## config.mk

```make
export PLATFORM = sky130hd
export DESIGN_NAME = sonuc_yazici
export DESIGN_NICKNAME = d
export VERILOG_FILES = /design/src/rtl/sonuc_yazici.sv
export SDC_FILE = /design/constraint.sdc
export NUM_CORES = 1
export LEC_CHECK = 0
export BUFFER_PORTS_ARGS = -buffer_cell sky130_fd_sc_hd__buf_4
export CAP_MARGIN = 20
export CORE_MARGIN = 4
export CORE_UTILIZATION = 45
export CTS_CLUSTER_SIZE = 10
export DETAILED_ROUTE_END_ITERATION = 12
export PLACE_DENSITY = 0.75
export SYNTH_ARGS = -nofsm -noshare
export SYNTH_HDL_FRONTEND = slang
export SYNTH_SLANG_ARGS = --single-unit
```

## constraint.sdc

```tcl
create_clock -name clk_i -period 3.2 [get_ports clk_i]
set_input_delay 0.64 -clock clk_i [delete_from_list [all_inputs] [get_ports clk_i]]
set_output_delay 0.64 -clock clk_i [all_outputs]
set_load 0.01 [all_outputs]
```

## src/rtl/sonuc_yazici.sv

```systemverilog
// sonuc_yazici: buffers filter results in a small FIFO and writes them to frame memory.
// Optional clamp to [0, 2^OUT_BIT-1] at acceptance when SONUC_DOYUM_EN is defined.
`ifndef PIXEL_BIT
`define PIXEL_BIT 12
`endif
`ifndef IMG_WIDTH
`define IMG_WIDTH 8
`endif
`ifndef IMG_HEIGHT
`define IMG_HEIGHT 4
`endif
`ifndef IMG_WIDTH_BIT
`define IMG_WIDTH_BIT 4
`endif
`ifndef IMG_HEIGHT_BIT
`define IMG_HEIGHT_BIT 3
`endif

module sonuc_yazici #(
  parameter int FIFO_DEPTH = 4,
  parameter int OUT_BIT = 8
) (
  input  logic                                      clk_i,
  input  logic                                      rstn_i,
  input  logic [`PIXEL_BIT-1:0]                     res_veri_i,
  input  logic [`IMG_HEIGHT_BIT-1:0]                res_row_i,
  input  logic [`IMG_WIDTH_BIT-1:0]                 res_col_i,
  input  logic                                      res_gecerli_i,
  output logic                                      res_hazir_o,
  output logic [`IMG_HEIGHT_BIT+`IMG_WIDTH_BIT-1:0] mem_adres_o,
  output logic [OUT_BIT-1:0]                        mem_veri_o,
  output logic                                      mem_gecerli_o,
  input  logic                                      mem_hazir_i,
  output logic                                      yazici_bitti_o
);
  localparam int HB = `IMG_HEIGHT_BIT;
  localparam int WB = `IMG_WIDTH_BIT;
  localparam int AW = HB + WB;
  localparam int PB = `PIXEL_BIT;
  localparam int N = `IMG_WIDTH * `IMG_HEIGHT;
  localparam int KW = $clog2(N + 1);
  localparam int CW = $clog2(FIFO_DEPTH + 1);

  typedef enum logic [1:0] {CALIS, BOSALT, BITTI} state_t;

  state_t state, state_n;
  logic [KW-1:0] kabul_sayac;
  logic [CW-1:0] cnt, cnt_n, wr_idx;
  logic [AW-1:0] q_adres [FIFO_DEPTH];
  logic [OUT_BIT-1:0] q_veri [FIFO_DEPTH];
  logic in_range, push, pop;
  logic [AW-1:0] adres;
  logic [OUT_BIT-1:0] veri;

`ifdef SONUC_DOYUM_EN
  assign veri = res_veri_i[PB-1] ? '0 : (|res_veri_i[PB-2:OUT_BIT]) ? '1 : res_veri_i[OUT_BIT-1:0];
`else
  logic unused_ust;
  assign unused_ust = ^res_veri_i[PB-1:OUT_BIT];
  assign veri = res_veri_i[OUT_BIT-1:0];
`endif

  always_comb begin
    in_range = ({1'b0, res_row_i} < (HB+1)'(`IMG_HEIGHT)) && ({1'b0, res_col_i} < (WB+1)'(`IMG_WIDTH));
    push = res_gecerli_i && res_hazir_o && in_range;
    pop = mem_gecerli_o && mem_hazir_i;
    cnt_n = cnt + CW'(push) - CW'(pop);
    wr_idx = pop ? cnt - CW'(1) : cnt;
    adres = AW'(res_row_i) * AW'(`IMG_WIDTH) + AW'(res_col_i);
    state_n = (state == CALIS && push && kabul_sayac == KW'(N - 1)) ? BOSALT :
              (state == BOSALT && cnt_n == '0) ? BITTI : state;
  end

  // head of the queue always sits in slot 0 so the memory port is driven straight from flops
  assign mem_adres_o = q_adres[0];
  assign mem_veri_o = q_veri[0];

  always_ff @(posedge clk_i or negedge rstn_i) begin
    if (!rstn_i) begin
      state <= CALIS;
      kabul_sayac <= '0;
      cnt <= '0;
      res_hazir_o <= 1'b0;
      mem_gecerli_o <= 1'b0;
      yazici_bitti_o <= 1'b0;
      for (int i = 0; i < FIFO_DEPTH; i++) begin
        q_adres[i] <= '0;
        q_veri[i] <= '0;
      end
    end else begin
      state <= state_n;
      kabul_sayac <= kabul_sayac + KW'(push);
      cnt <= cnt_n;
      res_hazir_o <= state_n == CALIS && cnt_n != CW'(FIFO_DEPTH);
      mem_gecerli_o <= cnt_n != '0;
      yazici_bitti_o <= state_n == BITTI;
      if (pop)
        for (int i = 0; i < FIFO_DEPTH - 1; i++) begin
          q_adres[i] <= q_adres[i+1];
          q_veri[i] <= q_veri[i+1];
        end
      if (push)
        for (int i = 0; i < FIFO_DEPTH; i++)
          if (CW'(i) == wr_idx) begin
            q_adres[i] <= adres;
            q_veri[i] <= veri;
          end
    end
  end
endmodule

```

== Word-level counts from Yosys, hierarchy flattened ==
Index checks and enable logic that the tools add are counted.

* Add/sub/neg operators: 5
* Order comparisons: 2
* Equal/unequal tests: 7
* Muxes and demuxes: 15
* Reductions and logical operators: 14

{| class="wikitable"
|+ Operators with widths
! operator !! count
|-
| $mux 32 || 1
|-
| $mux 8 || 4
|-
| $mux 28 || 1
|-
| $mux 7 || 4
|-
| $mux 24 || 1
|-
| $mux 21 || 1
|-
| $logic_and 1x1->1 || 8
|-
| $add 6x4->7 || 1
|-
| $add 6x1->6 || 1
|-
| $eq 2x3->1 const A || 2
|-
| $eq 6x5->1 const B || 1
|-
| $logic_not 3->1 || 2
|-
| $logic_not 2->1 || 2
|-
| $lt 4x4->1 const B || 1
|-
| $mux 2 || 2
|-
| $add 3x1->3 || 1
|-
| $eq 1x3->1 const A || 1
|-
| $lt 3x3->1 const B || 1
|-
| $mux 3 || 1
|-
| $ne 3x3->1 const B || 1
|-
| $reduce_bool 3->1 || 1
|-
| $sub 3x1->3 || 1
|-
| $sub 3x1->3 const B || 1
|-
| $eq 2x1->1 const B || 1
|-
| 2 further kinds || 2
|}

* Bits in registers: 74
* Input bits: 23
* Output and inout port bits: 18
* Logic and storage cells: 57

== Longest topological paths before layout ==
Gate-level depths: netlist (run 1).

* Depth in word-level cells: 11
* Mapped depth: 11
* Mapped depth without buffers: 9

== Least setup slack after synthesis (run 1) ==
No wires, ideal clock.

* Path kind: input to register
* Start: input mem_hazir_i
* End: register state[0]
* Data arrival time: 2.626 ns
* Required time: 3.079 ns
* Setup slack: 0.453 ns
* Stages on the path: 11
* Cell sequence: and2_1 > buf_4 > clkbuf_1 > xnor2_1 > ha_1 > inv_1 > fa_1 > xnor2_1 > xnor2_1 > nand4b_1 > o22a_1

* Longest elaborated chain between the ends: 6

{| class="wikitable"
|+ Ends and longest elaborated chain
! element !! line !! text
|-
| from (decl) || 33 || <nowiki>input logic mem_hazir_i,</nowiki>
|-
| $logic_and 1x1->1 || 66 || <nowiki>pop = mem_gecerli_o && mem_hazir_i;</nowiki>
|-
| $sub 3x1->3 || 67 || <nowiki>cnt_n = cnt + CW'(push) - CW'(pop);</nowiki>
|-
| $logic_not 3->1 || 71 || <nowiki>(state == BOSALT && cnt_n == '0) ? BITTI : state;</nowiki>
|-
| $logic_and 1x1->1 || 71 ||
|-
| $mux 2 || 71 ||
|-
| $mux 2 || 70 || <nowiki>state_n = (state == CALIS && push && kabul_sayac == KW'(N - 1)) ? BOSALT :</nowiki>
|-
| named net state_n[0] || 46 || <nowiki>state_t state, state_n;</nowiki>
|-
| to (signal assigned) || 91 || <nowiki>state <= state_n;</nowiki>
|-
| to (decl) || 46 ||
|}

The timed path passes the listed nets, and every way through them passes these cells.
A chain may end at the register's enable or synchronous reset.

== Worst setup path in the final report (run 1) ==
* Start: input res_row_i[2]
* End: register state[0]

* Longest elaborated chain between the ends: 9

{| class="wikitable"
|+ Ends and longest elaborated chain
! element !! line !! text
|-
| from (decl) || 26 || <nowiki>input logic [`IMG_HEIGHT_BIT-1:0] res_row_i,</nowiki>
|-
| $lt 3x3->1 (*) || 64 || <nowiki>in_range = ({1'b0, res_row_i} < (HB+1)'(`IMG_HEIGHT)) && ({1'b0, res_col_i} < (WB+1)'(`IMG_WIDTH));</nowiki>
|-
| $logic_and 1x1->1 (*) || 64 ||
|-
| $logic_and 1x1->1 (*) || 65 || <nowiki>push = res_gecerli_i && res_hazir_o && in_range;</nowiki>
|-
| $add 3x1->3 || 67 ||
|-
| $sub 3x1->3 || 67 ||
|-
| $logic_not 3->1 || 71 ||
|-
| $logic_and 1x1->1 || 71 ||
|-
| $mux 2 || 71 ||
|-
| $mux 2 (*) || 70 ||
|-
| named net state_n[0] || 46 ||
|}

The timed path passes the listed nets; every way through them passes the cells marked *.

==> results of run 1 <==
==> cell usage after synthesis (all sizes together) (3+ instances only) <==
cell / number / area share [%]
a21oi: 3 / 0.41
buf: 22 / 4.8
clkbuf: 8 / 0.81
dfrtp: 74 / 50
ha: 6 / 2.0
inv: 6 / 0.61
mux2: 52 / 17
mux2i: 7 / 1.9
nand2: 126 / 13
nand2b: 4 / 0.88
nor2: 3 / 0.37
nor3: 3 / 0.71
xnor2: 7 / 1.7
==> worst max path at each step <==
stage,start,endpoint
2_1_floorplan,mem_hazir_i,state[0]$_DFF_PN0_
3_3_place_gp,res_row_i[2],state[0]$_DFF_PN0_
3_5_place_dp,res_row_i[2],state[0]$_DFF_PN0_
4_1_cts,res_row_i[2],state[0]$_DFF_PN0_
5_1_grt,res_row_i[2],state[0]$_DFF_PN0_
6_report,res_row_i[2],state[0]$_DFF_PN0_
==> worst register-to-register path, cell delays in order (launching register included) <==
cell and delay [ns]:
dfrtp_1 0.44, and2_1 0.21, xnor2_1 0.14, ha_1 0.16
inv_1 0.04, fa_1 0.37, xnor2_1 0.14, xnor2_1 0.24
nand4b_1 0.20, o22a_1 0.24
==> report_power, final <==
part	switching (µW)	total (µW)	internal, µW
logic	524	1140	619
clock network	348	790	442
registers	215	1510	1290
==> cell type report <==
class / count / area [µm²] / area share [%]
clock buffer: 10 / 128 / 3.08
clock inverter: 6 / 90.1 / 2.18
inverter: 6 / 22.5 / 0.544
multi-input combinational: 235 / 1620 / 39.2
sequential: 74 / 1850 / 44.7
tap: 102 / 128 / 3.08
timing repair buffer: 40 / 300 / 7.25
==> registers in the layout, summed over array words and instances, names as in the netlist, 2 cells and up <==
name,flops
q_veri,24
q_adres,21
mem_veri_o,8
mem_adres_o,7
kabul_sayac,6
cnt,3
state,2
==> metrics by stage <==
stage,cell area (µm²),std cells
detailed placement,3920,457
CTS,4140,473
finish,4140,473
floorplan,3700,345
global route,4140,473
global placement,3920,457
==> routing by layer <==
metal | track usage (%) | share of wire [%]
met1 | 18.5 | 44
met2 | 26.6 | 53
met3 | 2.26 | 2.5
met4 | 6.30 | 1.1
met5 | 0 | 0
==> logic make-up after synthesis <==
group	after synthesis
fa+ha+maj	7
xor+xnor	9
compound gates	11
mux	59
simple gates	149
buf+inv	36
flops	74
==> results_dict.tcl, run 1 <==
set metrics [dict create \
    status "completed" \
    n_antenna_cell 0 \
    die_h_um 98.7 \
    grtUsageTotal_pct 15.1 \
    cp-start-kind "input pin" \
    vias 2367 \
    worst_pin_slew_ns 0.918 \
    core_mm2 0.00785 \
    antenna_found_initial 0 \
    yosys_register_bits 74 \
    rsz0062_at_grt "no" \
    async_reset_ff_share_pct 100 \
    synthCells 345 \
    synth_compound_area_share_pct 2.13 \
    clk_pin_slew_ns 0.08 \
    period_share_pct 75.2 \
    yosys-mux-area-fraction_pct 19.3 \
    hold_buffers 0 \
    synthFlopType "dfrtp_1" \
    synthToLayoutAreaGrowth_pct 11.9 \
    ys_seq_area_share_pct 50.0 \
    cp.required_ns 3.42 \
    htree_num_levels 3 \
    crit_type "input pin to flip-flop" \
    crit_top_cell "xnor2_1" \
    drc_errors 0 \
    drtIter0Drc 103 \
    min_path_type "input pin to async pin" \
    port_buffers 36 \
    setup_ws_ns 0.793 \
    final_util_pct 52.8 \
    synth_edf_count 0 \
    cts_sinks 74 \
    root_buffer "clkbuf_8" \
    reg2regPathDepth 9 \
    drtPass1Iterations 4 \
    fmax_mhz 416 \
    drv_slew 0 \
    cts_tree "yes" \
    vias_per_cell 5.00 \
    r2r-end "state[0]$_DFF_PN0_" \
    cpPeakStageDelay_ns 0.37 \
    yosys.area_share.simple_pct 17.6 \
    max_slew_margin_pct 38.8 \
    overflow 0 \
    yosysWarningCount 0 \
    start_util_pct 47.2 \
    clock_skew_ns 0.00792 \
    path_delay_family "XOR/XNOR gates" \
    cp_slowest_cell "fa_1" \
    fillers 703 \
    path_depth 10 \
    min_period_ns 2.41 \
    p_per_area_mw_per_mm2 831 \
    layout-drive-gt1-share_pct 30.7 \
    fin_setup_tns_ns 0 \
    clock_latency_ns 0.34 \
    grt_pass1_vias 2498 \
    grt_max_degree 75 \
    syn-num-nets 375 \
    synth_xor_area_share_pct 2.13 \
    avgSynthCellArea_um2 10.7 \
    r2r-start "mem_gecerli_o$_DFF_PN0_" \
    ant_nets 0 \
    finalSetupViolations 0 \
    grt_pass1_wl_mm 11.8 \
    synth_cell_types 39 \
    worstSetupEndpointType "flip-flop" \
    p_leak_uw 0.00217 \
    synth_area_mm2 0.00370 \
    synth_top_family_by_area "multiplexers" \
    hold_violations 0 \
    final_cell_mix "125 x nand2_1, 74 x dfrtp_1, 40 x buf_4" \
    arrival_ns 2.63 \
    crit_chain "buf_4 > nand4bb_4 > xnor2_1 > ha_1 > inv_1 > fa_1 > xnor2_1 > xnor2_1 > nand4b_1 > o22a_1" \
    cts_resized 0 \
    power_uw 3440 \
    cts_setup_buffers 0 \
    place_hpwl_mm 4.29 \
    cts_buffers 9 \
    dieArea_mm2 0.00974 \
    rows 32 \
    die_w_um 98.7 \
    layout_commonest_cell "nand2_1" \
    cap_violations 0 \
    synthAdderAreaFrac_pct 2.57 \
    hold_slack_ns 0.427 \
    ff2ff_setup_slack_ns 0.90 \
    irDropWorstVdd_mv 0.285 \
    avgRoutedWirePerCell_um 14.3 \
    pre_cts_ws_ns 0.458 \
    ctsLongestPathBuffers 2 \
    cp_max_fo 5 \
    path_buf_inv 2 \
    io_pins 41 \
    layout.nets 396 \
    place_congestion 0.779 \
    wl_mm 6.75 \
]
Power figures use the tool's default switching activity.
==> inputs of run 2 (changes only) <==
ABC_AREA = 1   (was default)
clock period = 2.5 ns   (was 3.2 ns; I/O delays follow)
==> run 2 against run 1 <==
  * Count of clock-buffer cells in the layout down 1
  * Sequential power decreased by 17%
  * Sequential share of layout area fell by 2.2 points
  * Power shrank 13%
  * Setup slack worse by 0.34 ns
  * Synthesized area increased by 6.2%
  * Sequential cell count is the same
==> results_dict.tcl, run 2 <==
set metrics [dict create \
    worst_pin_slew_ns 0.953 \
    synth_area_leader_cell "dfrtp_1" \
    synthFlopType "dfrtp_1" \
    place_congestion 0.841 \
    root_buffer "clkbuf_8" \
    cp.required_ns 2.00 \
    io_pins 41 \
    synthToLayoutAreaGrowth_pct 10.8 \
    synthTopCellsByArea "dfrtp_1 47%, nand2_1 21%, nand4_1 9.1%" \
    path_buf_inv 3 \
    path_delay_family "buffers and inverters" \
    crit_type "flip-flop to output pin" \
    cp-start-kind "flip-flop" \
    fin_setup_tns_ns 0 \
    clock_latency_ns 0.35 \
    drtPass1Iterations 5 \
    ys_seq_area_share_pct 47.1 \
    cts_setup_buffers 0 \
    cts_resized 0 \
    synthCells 508 \
    top_register "q_veri" \
    synth_area_mm2 0.00393 \
    cp_max_fo 28 \
    yosysWarningCount 0 \
    cap_violations 0 \
    cts_buffers 9 \
    ant_nets 0 \
    avgSynthCellArea_um2 7.74 \
    hold_slack_ns 0.270 \
    min_period_ns 2.05 \
    async_reset_ff_share_pct 100 \
    crit_chain "buf_4 > buf_4 > buf_4" \
    start_util_pct 47.1 \
    ctsLongestPathBuffers 2 \
    clock_skew_ns 0.0107 \
    grtUsageTotal_pct 18.9 \
    die_w_um 101 \
    period_share_pct 82.0 \
    max_slew_margin_pct 36.4 \
    dieArea_mm2 0.0103 \
    worstSetupEndpointType "output pin" \
    avgRoutedWirePerCell_um 14.3 \
    yosys_register_bits 74 \
    layout-drive-gt1-share_pct 14.3 \
    cpPeakStageDelay_ns 0.36 \
    hold_buffers 0 \
    fillers 817 \
    synth_cell_types 20 \
    largest_reg_flops 24 \
    place_hpwl_mm 5.81 \
    final_cell_mix "220 x nand2_1, 74 x dfrtp_1, 58 x nand3_1" \
    grt_max_degree 75 \
    drtIter0Drc 254 \
    finalSetupViolations 0 \
    synth_most_common_cell "nand2_1" \
    irDropWorstVdd_mv 0.463 \
    layout_commonest_cell "nand2_1" \
    cp_slowest_cell "dfrtp_1" \
    arrival_ns 1.55 \
    port_buffers 36 \
    synth.top_cells.by_count "220 x nand2_1, 74 x dfrtp_1, 58 x nand3_1" \
    cts_sinks 74 \
    hold_violations 0 \
    overflow 0 \
    layout.nets 552 \
    rsz0062_at_grt "no" \
    p_leak_uw 0.00247 \
    clk_pin_slew_ns 0.07 \
    antenna_found_initial 0 \
    die_h_um 101 \
    vias_per_cell 5.40 \
    core_mm2 0.00834 \
    cts_tree "yes" \
    grt_pass1_vias 3253 \
    min_path_type "input pin to async pin" \
    p_per_area_mw_per_mm2 689 \
    status "completed" \
    syn-num-nets 538 \
    grt_pass1_wl_mm 15.5 \
    wl_mm 9.04 \
    n_antenna_cell 0 \
    fmax_mhz 488 \
    synth_edf_count 0 \
    drv_slew 0 \
    crit_top_cell "buf_4" \
    htree_num_levels 3 \
    rows 33 \
    drc_errors 0 \
    synth_top_area_share_pct 47.1 \
    vias 3408 \
]
[run 2: changes by cell type in the layout (fill, tap and decap cells not counted), sizes merged, moves of 3 or more]
| cell | change |
|---|---|
| nand3 | +56 |
| mux2 | -52 |
| clkinvlp | +3 |
| nor2 | +6 |
| buf | +15 |
| xnor2 | -6 |
| mux2i | -7 |
| xor2 | +5 |
| nand4 | +56 |
| nand2b | -4 |
| a21oi | -3 |
| inv | +8 |
| nand2 | +96 |
[run 2: per-stage QoR]
step	cells	total power, µW	utilization [%]	area [µm²]	setup slack (ns)
2_1_floorplan	508	1940	-	3930	0.277
3_3_place_gp	616	2170	50.3	4190	0.126
3_5_place_dp	616	2190	50.3	4190	0.0670
4_1_cts	631	3010	52.3	4360	0.433
5_1_grt	631	3180	52.3	4360	0.193
6_report	631	3010	52.3	4360	0.450
[run 2: kinds of logic after synthesis]
logic type / share of synthesized area [%]
AO/OA/AOI/OAI: 0.127
flip-flops: 47.1
AND/OR/NAND/NOR: 39.6
buffers and inverters: 8.97
XOR/XNOR: 1.78
adder cells (fa/ha/maj): 2.42
[run 2: worst paths after layout]
| kind | start | endpoint | slack [ns] | depth (start not counted) |
|---|---|---|---|---|
| min reg2reg | q_adres[4]$_DFFE_PN0P_ | q_adres[4]$_DFFE_PN0P_ | 0.48 | 2 |
| max reg2reg | cnt[0]$_DFF_PN0_ | q_adres[3]$_DFFE_PN0P_ | 0.49 | 9 |
| min in group clk_i | res_veri_i[6] | q_veri[6]$_DFFE_PN0P_ | 0.43 | 3 |
| min | rstn_i | mem_veri_o[7]$_DFF_PN0_ | 0.27 | 1 |
| max | mem_gecerli_o$_DFF_PN0_ | mem_gecerli_o | 0.45 | 3 |
| max in group asynchronous | rstn_i | q_veri[4]$_DFFE_PN0P_ | 1.59 | 1 |
[run 2: metal layers]
layer	up-vias	wire length [µm]	GRT usage [%]
li1	1682	-	-
met1	1609	3950	24.9
met2	100	4310	29.9
met3	17	601	3.86
met4	0	175	8.59
met5	-	0	0
[run 2: worst register-to-register path: stages, from the launching register on]
cell	delay, ns
dfrtp_1	0.42
inv_1	0.12
ha_1	0.33
nand3_1	0.09
nand2_1	0.05
nor2_1	0.21
nand3_1	0.29
buf_4	0.28
nand2_1	0.07
nand2_1	0.05
[run 2: cell type report]
cell class / count / area (µm²) / share of cell area [%]
Multi-Input combinational cell: 368 / 1740 / 40.0
Timing Repair Buffer: 55 / 413 / 9.47
Clock inverter: 6 / 43.8 / 1.00
Sequential cell: 74 / 1850 / 42.5
Inverter: 14 / 52.6 / 1.21
Tap cell: 105 / 131 / 3.01
Clock buffer: 9 / 124 / 2.84
[run 2: where the power goes]
group / internal [µW] / leakage (µW) / switching, µW / total [µW]
Clock: 355 / 0.0000737 / 461 / 817
Sequential: 1230 / 0.00101 / 30.1 / 1260
Combinational: 228 / 0.00139 / 703 / 932
